File: config.mk
export PLATFORM = sky130hd
export DESIGN_NAME = rc4_encryptor_flat
export DESIGN_NICKNAME = d
export VERILOG_FILES = /design/src/rtl/rc4_pkg.sv /design/src/rtl/rc4_encryptor_if.sv /design/src/rtl/rc4_ksa.sv /design/src/rtl/rc4_encryptor.sv /design/src/flat_wrapper.sv
export SDC_FILE = /design/constraint.sdc
export NUM_CORES = 1
export LEC_CHECK = 0
export CAP_MARGIN = 20
export CORE_MARGIN = 2
export CORE_UTILIZATION = 30
export DETAILED_ROUTE_END_ITERATION = 8
export PLACE_DENSITY_LB_ADDON = 0.1
export SYNTH_ARGS = -nofsm -noshare
export SYNTH_HDL_FRONTEND = slang
export SYNTH_SLANG_ARGS = --single-unit
File: constraint.sdc
create_clock -name clock -period 8.8 [get_ports clock]
set_clock_uncertainty 0.15 [all_clocks]
set_input_delay 2.2 -clock clock [delete_from_list [all_inputs] [get_ports clock]]
set_output_delay 2.2 -clock clock [all_outputs]
set_load 0.05 [all_outputs]
File: src/rtl/rc4_pkg.sv
// rc4_pkg: definitions shared by the RC4 encryptor and the key-search decrypt cores.
//   rc4_enc_state_t : every FSM state of the encryptor. The KSA sub-module uses the
//                     INIT/K_* subset, and the parent uses the P_* subset.
//   RC4_S_SIZE      : number of entries in the S permutation.
//   RC4_KEY_BYTES   : secret key length in bytes (24-bit key).
//   rc4_key_byte()  : key byte used at index i. Byte 0 is the MSB of the key.
package rc4_pkg;

    localparam int RC4_S_SIZE    = 256;
    localparam int RC4_KEY_BYTES = 3;

    typedef enum logic [4:0] {
        ST_IDLE,
        ST_INIT,
        ST_K_RD_SI,
        ST_K_WT_SI,
        ST_K_RD_SJ,
        ST_K_WT_SJ,
        ST_K_WR_I,
        ST_K_WR_J,
        ST_KSA,        // parent waits while the KSA sub-module owns the S port
        ST_P_RD_SI,
        ST_P_WT_SI,
        ST_P_RD_SJ,
        ST_P_WT_SJ,
        ST_P_WR_I,
        ST_P_WR_J,
        ST_P_RD_F,
        ST_P_WT_F,
        ST_P_WR_CT,
        ST_DONE
    } rc4_enc_state_t;

    function automatic logic [7:0] rc4_key_byte(input logic [23:0] key, input logic [7:0] i);
        logic [7:0] sel;
        sel = i % 8'(RC4_KEY_BYTES);
        case (sel)
            8'd0:    rc4_key_byte = key[23:16];
            8'd1:    rc4_key_byte = key[15:8];
            default: rc4_key_byte = key[7:0];
        endcase
    endfunction

endpackage

File: src/rtl/rc4_encryptor_if.sv
// rc4_encryptor_if: groups the control handshake and the three memory ports.
//   Control: start/key in; busy, done, ct_checksum out; dbg_state shows the active FSM state.
//   S RAM  : s_address/s_data/s_wren out, s_q in (synchronous read, one-cycle latency).
//   PT ROM : pt_address out, pt_q in (synchronous read).
//   CT RAM : ct_address/ct_data/ct_wren out.
// Handshake: start is a request. It is accepted on a rising edge only while busy is low
// (the encryptor is in IDLE). key is sampled on that same edge. busy stays high from the
// next cycle through the done cycle. done is a one-cycle completion pulse. A start that
// arrives while busy is high is dropped and is not queued.
// modport master: the encryptor side. modport slave: the host and memories side.
interface rc4_encryptor_if;
    import rc4_pkg::*;

    logic           start;
    logic [23:0]    key;
    logic           busy;
    logic           done;
    logic [7:0]     ct_checksum;
    logic [7:0]     s_address;
    logic [7:0]     s_data;
    logic           s_wren;
    logic [7:0]     s_q;
    logic [4:0]     pt_address;
    logic [7:0]     pt_q;
    logic [4:0]     ct_address;
    logic [7:0]     ct_data;
    logic           ct_wren;
    rc4_enc_state_t dbg_state;

    modport master (
        input  start, key, s_q, pt_q,
        output busy, done, ct_checksum, s_address, s_data, s_wren,
               pt_address, ct_address, ct_data, ct_wren, dbg_state
    );

    modport slave (
        output start, key, s_q, pt_q,
        input  busy, done, ct_checksum, s_address, s_data, s_wren,
               pt_address, ct_address, ct_data, ct_wren, dbg_state
    );

endinterface

File: src/rtl/rc4_ksa.sv
// rc4_ksa: the S initialisation (s[i]=i) followed by the RC4 key schedule.
//   clock, reset_n : clock and asynchronous active-low reset.
//   start          : begins INIT on the same edge. key is latched on that edge.
//   done           : combinational, high during the final K_WR_J cycle (i=255). This
//                    lets the parent step straight into the PRGA without a gap cycle.
//   s_*            : S RAM port. It is only meaningful while this block is out of IDLE.
//   state          : current state, for debug visibility.
import rc4_pkg::*;

module rc4_ksa (
    input  logic           clock,
    input  logic           reset_n,
    input  logic           start,
    input  logic [23:0]    key,
    output logic           done,
    output logic [7:0]     s_address,
    output logic [7:0]     s_data,
    output logic           s_wren,
    input  logic [7:0]     s_q,
    output rc4_enc_state_t state
);

    localparam logic [7:0] LAST_I = 8'(RC4_S_SIZE - 1);

    rc4_enc_state_t state_nx;
    logic [23:0]    key_r;
    logic [7:0]     i, j, si, sj;
    logic [7:0]     j_new;

    // The new j drives the read address in the same cycle it is registered.
    assign j_new = j + si + rc4_key_byte(key_r, i);

    always_ff @(posedge clock or negedge reset_n) begin
        if (!reset_n) begin
            state <= ST_IDLE;
            key_r <= 24'h0;
            i     <= 8'h0;
            j     <= 8'h0;
            si    <= 8'h0;
            sj    <= 8'h0;
        end else begin
            state <= state_nx;
            case (state)
                ST_IDLE: if (start) begin
                    key_r <= key;
                    i     <= 8'h0;
                    j     <= 8'h0;
                end
                ST_INIT:    i  <= i + 8'd1;
                ST_K_WT_SI: si <= s_q;
                ST_K_RD_SJ: j  <= j_new;
                ST_K_WT_SJ: sj <= s_q;
                ST_K_WR_J:  i  <= i + 8'd1;
                default: ;
            endcase
        end
    end

    always_comb begin
        state_nx = state;
        case (state)
            ST_IDLE:    if (start) state_nx = ST_INIT;
            ST_INIT:    if (i == LAST_I) state_nx = ST_K_RD_SI;
            ST_K_RD_SI: state_nx = ST_K_WT_SI;
            ST_K_WT_SI: state_nx = ST_K_RD_SJ;
            ST_K_RD_SJ: state_nx = ST_K_WT_SJ;
            ST_K_WT_SJ: state_nx = ST_K_WR_I;
            ST_K_WR_I:  state_nx = ST_K_WR_J;
            ST_K_WR_J:  state_nx = (i == LAST_I) ? ST_IDLE : ST_K_RD_SI;
            default:    state_nx = ST_IDLE;
        endcase
    end

    always_comb begin
        s_address = 8'h0;
        s_data    = 8'h0;
        s_wren    = 1'b0;
        case (state)
            ST_INIT: begin
                s_address = i;
                s_data    = i;
                s_wren    = 1'b1;
            end
            ST_K_RD_SI: s_address = i;
            ST_K_RD_SJ: s_address = j_new;
            ST_K_WR_I: begin
                s_address = i;
                s_data    = sj;
                s_wren    = 1'b1;
            end
            // When i==j this write lands last and stores si, which equals sj anyway.
            ST_K_WR_J: begin
                s_address = j;
                s_data    = si;
                s_wren    = 1'b1;
            end
            default: ;
        endcase
    end

    assign done = (state == ST_K_WR_J) && (i == LAST_I);

endmodule

File: src/rtl/rc4_encryptor.sv
// rc4_encryptor: RC4 encryption of a MSG_LEN-byte plaintext ROM into a ciphertext RAM,
// using an external 256x8 S RAM as working memory.
//   MSG_LEN        : message length in bytes, 1..32.
//   clock, reset_n : single rising-edge clock and asynchronous active-low reset.
//   bus            : rc4_encryptor_if.master, which carries the start/key/busy/done
//                    handshake, ct_checksum, the S RAM, PT ROM and CT RAM ports, and
//                    dbg_state.
// The rc4_ksa sub-module runs INIT and the KSA. This module runs the PRGA and muxes the
// S port by phase.
// Optional feature: defining RC4_ENCRYPTOR_CHECKSUM_EN builds a running XOR of the
// ciphertext bytes on ct_checksum. Without it, ct_checksum is tied to 0.
import rc4_pkg::*;

module rc4_encryptor #(
    parameter int MSG_LEN = 32
) (
    input logic              clock,
    input logic              reset_n,
    rc4_encryptor_if.master  bus
);

    localparam logic [4:0] LAST_K = 5'(MSG_LEN - 1);

    rc4_enc_state_t state, state_nx, ksa_state;
    logic [7:0]     i, j, si, sj, f, pt;
    logic [4:0]     k;
    logic           ksa_start, ksa_done, ksa_wren;
    logic [7:0]     ksa_addr, ksa_data;
    logic [7:0]     prga_addr, prga_data;
    logic           prga_wren;
    logic [7:0]     ct_byte;

    assign ksa_start = (state == ST_IDLE) && bus.start;
    assign ct_byte   = f ^ pt;

    rc4_ksa u_ksa (
        .clock     (clock),
        .reset_n   (reset_n),
        .start     (ksa_start),
        .key       (bus.key),
        .done      (ksa_done),
        .s_address (ksa_addr),
        .s_data    (ksa_data),
        .s_wren    (ksa_wren),
        .s_q       (bus.s_q),
        .state     (ksa_state)
    );

    always_ff @(posedge clock or negedge reset_n) begin
        if (!reset_n) begin
            state <= ST_IDLE;
            i     <= 8'h0;
            j     <= 8'h0;
            si    <= 8'h0;
            sj    <= 8'h0;
            f     <= 8'h0;
            pt    <= 8'h0;
            k     <= 5'h0;
        end else begin
            state <= state_nx;
            case (state)
                ST_IDLE: if (bus.start) begin
                    i <= 8'h0;
                    j <= 8'h0;
                    k <= 5'h0;
                end
                ST_P_RD_SI: i  <= i + 8'd1;
                ST_P_WT_SI: si <= bus.s_q;
                ST_P_RD_SJ: j  <= j + si;
                ST_P_WT_SJ: sj <= bus.s_q;
                ST_P_WT_F: begin
                    f  <= bus.s_q;
                    pt <= bus.pt_q;
                end
                ST_P_WR_CT: k <= k + 5'd1;
                default: ;
            endcase
        end
    end

    always_comb begin
        state_nx = state;
        case (state)
            ST_IDLE:    if (bus.start) state_nx = ST_KSA;
            ST_KSA:     if (ksa_done) state_nx = ST_P_RD_SI;
            ST_P_RD_SI: state_nx = ST_P_WT_SI;
            ST_P_WT_SI: state_nx = ST_P_RD_SJ;
            ST_P_RD_SJ: state_nx = ST_P_WT_SJ;
            ST_P_WT_SJ: state_nx = ST_P_WR_I;
            ST_P_WR_I:  state_nx = ST_P_WR_J;
            ST_P_WR_J:  state_nx = ST_P_RD_F;
            ST_P_RD_F:  state_nx = ST_P_WT_F;
            ST_P_WT_F:  state_nx = ST_P_WR_CT;
            ST_P_WR_CT: state_nx = (k == LAST_K) ? ST_DONE : ST_P_RD_SI;
            ST_DONE:    state_nx = ST_IDLE;
            default:    state_nx = ST_IDLE;
        endcase
    end

    // PRGA side of the S port. The read addresses use the updated i/j combinationally,
    // because those registers only take their new values at the end of the read cycle.
    always_comb begin
        prga_addr = 8'h0;
        prga_data = 8'h0;
        prga_wren = 1'b0;
        case (state)
            ST_P_RD_SI: prga_addr = i + 8'd1;
            ST_P_RD_SJ: prga_addr = j + si;
            ST_P_WR_I: begin
                prga_addr = i;
                prga_data = sj;
                prga_wren = 1'b1;
            end
            ST_P_WR_J: begin
                prga_addr = j;
                prga_data = si;
                prga_wren = 1'b1;
            end
            ST_P_RD_F: prga_addr = si + sj;
            default: ;
        endcase
    end

    assign bus.s_address  = (state == ST_KSA) ? ksa_addr : prga_addr;
    assign bus.s_data     = (state == ST_KSA) ? ksa_data : prga_data;
    assign bus.s_wren     = (state == ST_KSA) ? ksa_wren : prga_wren;
    assign bus.pt_address = (state == ST_P_RD_F)  ? k : 5'h0;
    assign bus.ct_address = (state == ST_P_WR_CT) ? k : 5'h0;
    assign bus.ct_data    = (state == ST_P_WR_CT) ? ct_byte : 8'h0;
    assign bus.ct_wren    = (state == ST_P_WR_CT);
    assign bus.busy       = (state != ST_IDLE);
    assign bus.done       = (state == ST_DONE);
    assign bus.dbg_state  = (state == ST_KSA) ? ksa_state : state;

`ifdef RC4_ENCRYPTOR_CHECKSUM_EN
    logic [7:0] checksum;

    always_ff @(posedge clock or negedge reset_n) begin
        if (!reset_n) begin
            checksum <= 8'h0;
        end else if (ksa_start) begin
            checksum <= 8'h0;
        end else if (state == ST_P_WR_CT) begin
            checksum <= checksum ^ ct_byte;
        end
    end

    assign bus.ct_checksum = checksum;
`else
    assign bus.ct_checksum = 8'h0;
`endif

endmodule
File: src/flat_wrapper.sv
// flat-port wrapper written by rule: the top's interface ports become plain ports
module rc4_encryptor_flat 
#(
    parameter int MSG_LEN = 32
)
  (clock, reset_n, bus_start, bus_key, bus_s_q, bus_pt_q, bus_busy, bus_done, bus_ct_checksum, bus_s_address, bus_s_data, bus_s_wren, bus_pt_address, bus_ct_address, bus_ct_data, bus_ct_wren, bus_dbg_state);
  rc4_encryptor_if bus_i ();
  input logic clock;
  input logic reset_n;
  input wire logic [$bits(bus_i.start)-1:0] bus_start;
  input wire logic [$bits(bus_i.key)-1:0] bus_key;
  input wire logic [$bits(bus_i.s_q)-1:0] bus_s_q;
  input wire logic [$bits(bus_i.pt_q)-1:0] bus_pt_q;
  output wire logic [$bits(bus_i.busy)-1:0] bus_busy;
  output wire logic [$bits(bus_i.done)-1:0] bus_done;
  output wire logic [$bits(bus_i.ct_checksum)-1:0] bus_ct_checksum;
  output wire logic [$bits(bus_i.s_address)-1:0] bus_s_address;
  output wire logic [$bits(bus_i.s_data)-1:0] bus_s_data;
  output wire logic [$bits(bus_i.s_wren)-1:0] bus_s_wren;
  output wire logic [$bits(bus_i.pt_address)-1:0] bus_pt_address;
  output wire logic [$bits(bus_i.ct_address)-1:0] bus_ct_address;
  output wire logic [$bits(bus_i.ct_data)-1:0] bus_ct_data;
  output wire logic [$bits(bus_i.ct_wren)-1:0] bus_ct_wren;
  output wire logic [$bits(bus_i.dbg_state)-1:0] bus_dbg_state;
  assign bus_i.start = bus_start;
  assign bus_i.key = bus_key;
  assign bus_i.s_q = bus_s_q;
  assign bus_i.pt_q = bus_pt_q;
  assign bus_busy = bus_i.busy;
  assign bus_done = bus_i.done;
  assign bus_ct_checksum = bus_i.ct_checksum;
  assign bus_s_address = bus_i.s_address;
  assign bus_s_data = bus_i.s_data;
  assign bus_s_wren = bus_i.s_wren;
  assign bus_pt_address = bus_i.pt_address;
  assign bus_ct_address = bus_i.ct_address;
  assign bus_ct_data = bus_i.ct_data;
  assign bus_ct_wren = bus_i.ct_wren;
  assign bus_dbg_state = bus_i.dbg_state;
  rc4_encryptor #(.MSG_LEN(MSG_LEN)) u_core (.clock(clock), .reset_n(reset_n), .bus(bus_i));
endmodule
==> reports/results.ini, run 1 <==
[setup_path]
max_stage_delay_ns = 0.53
crit_path_start_kind = flip-flop
worstPathRequired_ns = 6.45
crit_type = flip-flop to primary output
crit_buf_inv = 7
crit_cells = 30
crit_family = compound AO/OA/AOI/OAI gates
ff2ff_setup_slack_ns = 3.07
worstRegToRegCells = 29
crit_top_cell = inv_1
arrival_ns = 6.19
end_kind = primary output
path_max_fanout = 7
critical_path.slowest_cell = fa_1

[run]
cap_violations = 0

[synth]
async_flop_share_pct = 100.0
synth-simple-area-share_pct = 13.71
synthCells = 760
seq_area_frac_synth_pct = 39.46
yosys.area_share.xor_xnor_pct = 4.823
netlist_area_um2 = 7420
ys_warn_count = 0
synth.area.mux_share_pct = 13.58
yosys.area_share.adder_pct = 7.420
synth_compound_area_share_pct = 16.69
ys_ff_latch = 117
synthDistinctLibCells = 67
synth_flop_cell = dfrtp_1
syn_avg_cell_area_um2 = 9.763
synth_edf_count = 0
synth_top_family_by_area = compound AO/OA/AOI/OAI gates

[cts]
clock-sinks = 117
clock_latency_ns = 0.42
clockBufferDepth = 2
clk_pin_slew_worst_paths_ns = 0.06
tritoncts = done
root_buffer = clkbuf_16
hold_buffers = 0
numCtsBuffers = 17
cts.htree.levels = 4

[timing]
clock.fmax_mhz = 117.1
post-route-period-util_pct = 97.04
relSlewSlack_pct = 33.95
rsz0062_at_grt = yes
worst_slew_pin_slew_ns = 0.9865
finalSetupViolations = 0
setup_tns_ns = 0
drv_slew = 0
holdWs_ns = 0.3539
finalHoldViolations = 0
layout_min_cycle_time_ns = 8.539

[drt]
drt-vias-per-instance = 5.151
drc = 0
dr_total_vias = 6202
drt_iter0_drc = 346
wl_per_cell_um = 18.28
wl_um = 22010
dr.pass1.iters = 7
antenna_left = 0

[floorplan]
die_area_um2 = 26010
rows = 57
die_h_um = 161.3
start_util_pct = 30.51
die_w_um = 161.3
core_area_um2 = 24320
boundaryPins = 94

[cells_and_area]
layout_common_cells = 113 x dfrtp_1, 76 x clkdlybuf4s50_1, 73 x mux2_2, 61 x nand2_1, 58 x nor2_1
postLayoutCoreUtil_pct = 39.58
fin_nets = 948
drive_gt1_share_pct = 22.16
fin_cells = 1204
finish.instance_area_um2 = 9625
final_common_cell = dfrtp_1
diodes = 0
area_delta_synth_final_pct = 29.73

[global_route]
grt_pass1_vias = 6228
grt_pass1_wl_um = 34880
overflow = 0
grt_usage_pct = 17.23
antenna_found_initial = 0
grt_max_degree = 64

[run_status]
status = finished clean

[pwr]
vdd_ir_drop_max_mv = 0.08273
p_per_area_nw_per_um2 = 165.2
static-leakage-power_nw = 4.114

[placement]
place_inst = 1149
placedInstanceArea_um2 = 8700
io_buffers = 85
gp_congestion = 0.8105
dp.final_hpwl_um = 15960

[worst_hold_path]
holdCritPathClass = flip-flop to flip-flop
timing.hold.worst_path_depth = 1

[per-layer routing]
metal | wire length (µm) | share of wire (%) | global-route usage [%]
met1 | 10740 | 49 | 25.16
met2 | 10080 | 46 | 26.34
met3 | 900 | 4.1 | 2.594
met4 | 291 | 1.3 | 5.276
met5 | 0 | 0 | 0
[area by class of cell]
| class | count | area [µm²] |
|---|---|---|
| clock buffer | 18 | 429.2 |
| clock inverter | 14 | 166.4 |
| fill | 2377 | 14690 |
| inverter | 26 | 100.1 |
| multi-input combinational | 578 | 4358 |
| sequential | 117 | 2933 |
| tap | 324 | 405.4 |
| timing repair buffer | 127 | 1234 |
[sequential cells by signal (all words and copies together), names as in the netlist]
name                flops
u_core.f                8
u_core.i                8
u_core.j                8
u_core.k                5
u_core.pt               8
u_core.si               8
u_core.sj               8
u_core.state            5
u_core.u_ksa.i          8
u_core.u_ksa.j          8
u_core.u_ksa.key_r     24
u_core.u_ksa.si         8
u_core.u_ksa.sj         8
u_core.u_ksa.state      3
[worst paths after layout]
check	endpoint	from
max reg2reg	u_core.u_ksa.j[7]	u_core.u_ksa.i[2]
max in group asynchronous	u_core.u_ksa.i[6]	reset_n
min	u_core.u_ksa.key_r[20]	u_core.u_ksa.key_r[20]
max	bus_s_address[7]	u_core.u_ksa.i[2]
min in group asynchronous	u_core.u_ksa.key_r[9]	reset_n
min reg2reg	u_core.u_ksa.key_r[20]	u_core.u_ksa.key_r[20]
[through the flow]
stage               setup slack [ns]  total power, mW
finish                        0.2609            1.590
global route                -0.04354            1.675
CTS                         -0.01694            1.586
detailed placement           0.01129           0.8580
global placement              0.2967           0.8566
floorplan                    0.03390           0.7809
[cell usage after synthesis (5+ instances only)]
cell / instances / area, µm²
a21o_1: 11 / 82.58
a31oi_1: 7 / 43.79
ha_1: 28 / 350.3
buf_4: 9 / 67.56
mux2i_1: 17 / 170.2
a22oi_1: 18 / 135.1
inv_1: 25 / 93.84
nand2b_1: 7 / 43.79
mux2_2: 73 / 822.0
dfrtp_1: 117 / 2928
buf_1: 6 / 22.52
and2_1: 11 / 68.82
xnor2_1: 26 / 227.7
fa_1: 10 / 200.2
xor2_1: 13 / 113.9
nor2_1: 58 / 217.7
nand2_1: 61 / 229.0
nand3_1: 26 / 130.1
a21oi_1: 46 / 230.2
a22o_1: 8 / 70.07
a211oi_1: 5 / 37.54
clkbuf_1: 26 / 97.59
nor3_1: 9 / 45.04
and3_1: 16 / 100.1
o21bai_1: 8 / 60.06
o21ai_0: 50 / 250.2
[cells by family (layout without fill, tap and decap cells)]
logic type	Yosys count	after routing
xor gates and xnor gates	40	40
muxes	91	91
DFF	117	117
AOI/OAI and AO/OA	189	189
and+or+nand+nor	212	212
adders and majority gates	38	38
other	1	8
buffers and inverters	72	185
[what timing repair did]
item / in CTS / in global routing
setup buffers: 14 / 8
cloned: 0 / 0
pin swaps: 11 / 15
endpoints found under the setup margin: 6 / 5
gates resized for setup: 14 / 26
[where the power goes]
| group | leakage [nW] | internal (mW) | switching, mW | total, mW |
|---|---|---|---|---|
| clock network | 0.289 | 0.426 | 0.282 | 0.708 |
| registers | 1.41 | 0.568 | 0.0344 | 0.602 |
| logic | 2.41 | 0.138 | 0.142 | 0.280 |
No activity file was read; power rests on OpenSTA's default activity.
==> run 2, diff against run 1 <==
--- a/config.mk
+++ b/config.mk
@@ -7,7 +7,7 @@
 export LEC_CHECK = 0
 export CAP_MARGIN = 20
 export CORE_MARGIN = 2
-export CORE_UTILIZATION = 30
+export CORE_UTILIZATION = 57
 export DETAILED_ROUTE_END_ITERATION = 8
 export PLACE_DENSITY_LB_ADDON = 0.1
 export SYNTH_ARGS = -nofsm -noshare
==> run 2 against run 1 <==
Sequential share of layout area increased by 0.70 points. Largest cell class unchanged. Core utilization increased by 35 points. Cell area decreased by 2.2%. Wire length decreased by 9.0%. Total power decreased by 0.19%. First-iteration DRC count increased by 72%. Combinational power increased by 2%. Worst hold slack improved by 0.0020 ns.
==> reports/results.ini, run 2 (synthesized netlist as in run 1, its figures left out) <==
[run_status]
status = finished clean  ; unchanged

[setup_path]
end_kind = primary output  ; unchanged
worstRegToRegCells = 30  ; was 29
crit_path_start_kind = flip-flop  ; unchanged
path_max_fanout = 7  ; unchanged
max_stage_delay_ns = 0.45  ; was 0.53 ns
worstPathRequired_ns = 6.45  ; about the same
crit_type = flip-flop to primary output  ; unchanged
critical_path.slowest_cell = dfrtp_2  ; was fa_1
arrival_ns = 6.37  ; was 6.19 ns

[timing]
post-route-period-util_pct = 99.10  ; was 97.04%
finalSetupViolations = 0  ; unchanged
drv_slew = 0  ; unchanged
clock.fmax_mhz = 114.7  ; was 117.1 MHz
rsz0062_at_grt = yes  ; unchanged
setup_tns_ns = 0  ; unchanged
relSlewSlack_pct = 37.08  ; was 33.95%
finalHoldViolations = 0  ; unchanged
worst_slew_pin_slew_ns = 0.9397  ; was 0.9865 ns
layout_min_cycle_time_ns = 8.721  ; was 8.539 ns
holdWs_ns = 0.3559  ; was 0.3539 ns

[drt]
wl_per_cell_um = 19.04  ; was 18.28 µm
wl_um = 20030  ; was 22,010 µm
drc = 0  ; unchanged
dr_total_vias = 6376  ; was 6,202
drt-vias-per-instance = 6.061  ; was 5.151
antenna_left = 0  ; unchanged
drt_iter0_drc = 596  ; was 346
dr.pass1.iters = 6  ; was 7

[placement]
gp_congestion = 0.9440  ; was 0.8105
io_buffers = 85  ; unchanged
dp.final_hpwl_um = 14010  ; was 15,960 µm

[global_route]
overflow = 0  ; unchanged
grt_pass1_wl_um = 32260  ; was 34,880 µm
grt_max_degree = 65  ; was 64
grt_pass1_vias = 6299  ; was 6,228
grt_usage_pct = 29.20  ; was 17.23%
antenna_found_initial = 0  ; unchanged

[run]
cap_violations = 0  ; unchanged

[worst_hold_path]
timing.hold.worst_path_depth = 1  ; unchanged
holdCritPathClass = flip-flop to flip-flop  ; unchanged

[cts]
tritoncts = done  ; unchanged
root_buffer = clkbuf_16  ; unchanged
clockBufferDepth = 2  ; unchanged
clock-sinks = 117  ; unchanged
clock_latency_ns = 0.42  ; about the same
cts.htree.levels = 4  ; unchanged
numCtsBuffers = 17  ; unchanged
clk_pin_slew_worst_paths_ns = 0.06  ; about the same
hold_buffers = 0  ; unchanged

[cells_and_area]
area_delta_synth_final_pct = 26.81  ; was 29.73%
fill_cells = 906  ; was 2,377
largest_reg_flops = 24  ; unchanged
diodes = 0  ; unchanged
fin_nets = 948  ; unchanged
regMostFlops = u_core.u_ksa.key_r  ; unchanged
drive_gt1_share_pct = 22.27  ; was 22.16%
layout_common_cells = 113 x dfrtp_1, 77 x clkdlybuf4s50_1, 73 x mux2_2, 61 x nand2_1, 57 x nor2_1  ; was 113 x dfrtp_1, 76 x clkdlybuf4s50_1, 73 x mux2_2, 61 x nand2_1, 58 x nor2_1
final_common_cell = dfrtp_1  ; unchanged

[floorplan]
rows = 41  ; was 57
start_util_pct = 58.56  ; was 30.51%
die_area_um2 = 13950  ; was 26,010 µm²
die_h_um = 118.1  ; was 161.3 µm
die_w_um = 118.1  ; was 161.3 µm
boundaryPins = 94  ; unchanged
core_area_um2 = 12670  ; was 24,320 µm²

[pwr]
vdd_ir_drop_max_mv = 0.1831  ; was 0.08273 mV
p_per_area_nw_per_um2 = 168.7  ; was 165.2 nW/µm²
static-leakage-power_nw = 4.093  ; was 4.114 nW
power_mw = 1.587  ; was 1.590 mW

run 2: what timing repair did:
item                                    in CTS  in global routing
endpoints found under the setup margin       6                  6
pin swaps                                    8                 21
setup buffers                               20                  9
resized for setup                           15                 29
cloned                                       0                  0
run 2: layout make-up:
class,count,area (µm²),area share [%]
repair buffers,127,1217,12.94
multi-input cells,578,4350,46.24
well taps,172,215.2,2.287
clock buffers,17,425.4,4.521
inverters,26,100.1,1.064
flip-flops and latches,117,2933,31.17
clock inverters,15,167.7,1.782
run 2: critical path, delay by kind of cell, from the launching register on:
kind | cells | cell delay, ns
AO/OA/AOI/OAI | 8 | 1.33
multiplexers | 1 | 0.24
XOR/XNOR | 3 | 0.53
buffers and inverters | 7 | 0.65
flip-flops | 1 | 0.45
AND/OR/NAND/NOR | 7 | 1.40
adder cells (fa/ha/maj) | 5 | 1.32
run 2: path summary, 6_finish.rpt:
check | to | slack [ns] | startpoint
setup reg to reg | u_core.u_ksa.j[7] | 2.82 | u_core.u_ksa.i[4]
max in group asynchronous | u_core.u_ksa.i[7] | 5.51 | reset_n
min in group asynchronous | u_core.u_ksa.key_r[23] | 1.66 | reset_n
setup / recovery | bus_s_address[5] | 0.08 | u_core.u_ksa.i[4]
hold reg to reg | u_core.u_ksa.key_r[16] | 0.36 | u_core.u_ksa.key_r[16]
hold / removal | u_core.u_ksa.key_r[16] | 0.36 | u_core.u_ksa.key_r[16]
run 2: stage by stage:
step | worst slack, ns | area, µm² | cells | util (%)
final | 0.07935 | 9409 | 1052 | 74.26
after global routing | -0.1720 | 9409 | 1052 | 74.26
after CTS | 0.006421 | 9261 | 1046 | 73.09
after detailed placement | 0.1520 | 8464 | 994 | 66.80
after global placement | 0.4187 | 8464 | 994 | 66.80
after floorplan | 0.03390 | 7455 | 767 | -
run 2: layer usage:
metal	wire, µm	global-route usage (%)
met3	1493	8.043
met4	510	10.17
met1	8671	40.46
met2	9351	44.15
met5	0	0
run 2: power by group:
part,internal [mW],switching [mW],total (mW)
Combinational,0.142,0.144,0.286
Clock,0.423,0.276,0.699
Sequential,0.568,0.0346,0.602
==> run 3, diff against run 2 <==
--- a/config.mk
+++ b/config.mk
@@ -10,6 +10,7 @@
 export CORE_UTILIZATION = 57
 export DETAILED_ROUTE_END_ITERATION = 8
 export PLACE_DENSITY_LB_ADDON = 0.1
+export SLEW_MARGIN = 20
 export SYNTH_ARGS = -nofsm -noshare
 export SYNTH_HDL_FRONTEND = slang
 export SYNTH_SLANG_ARGS = --single-unit
==> results of run 3 <==
No change in the layout: final DEF, timing and power equal those of run 2.
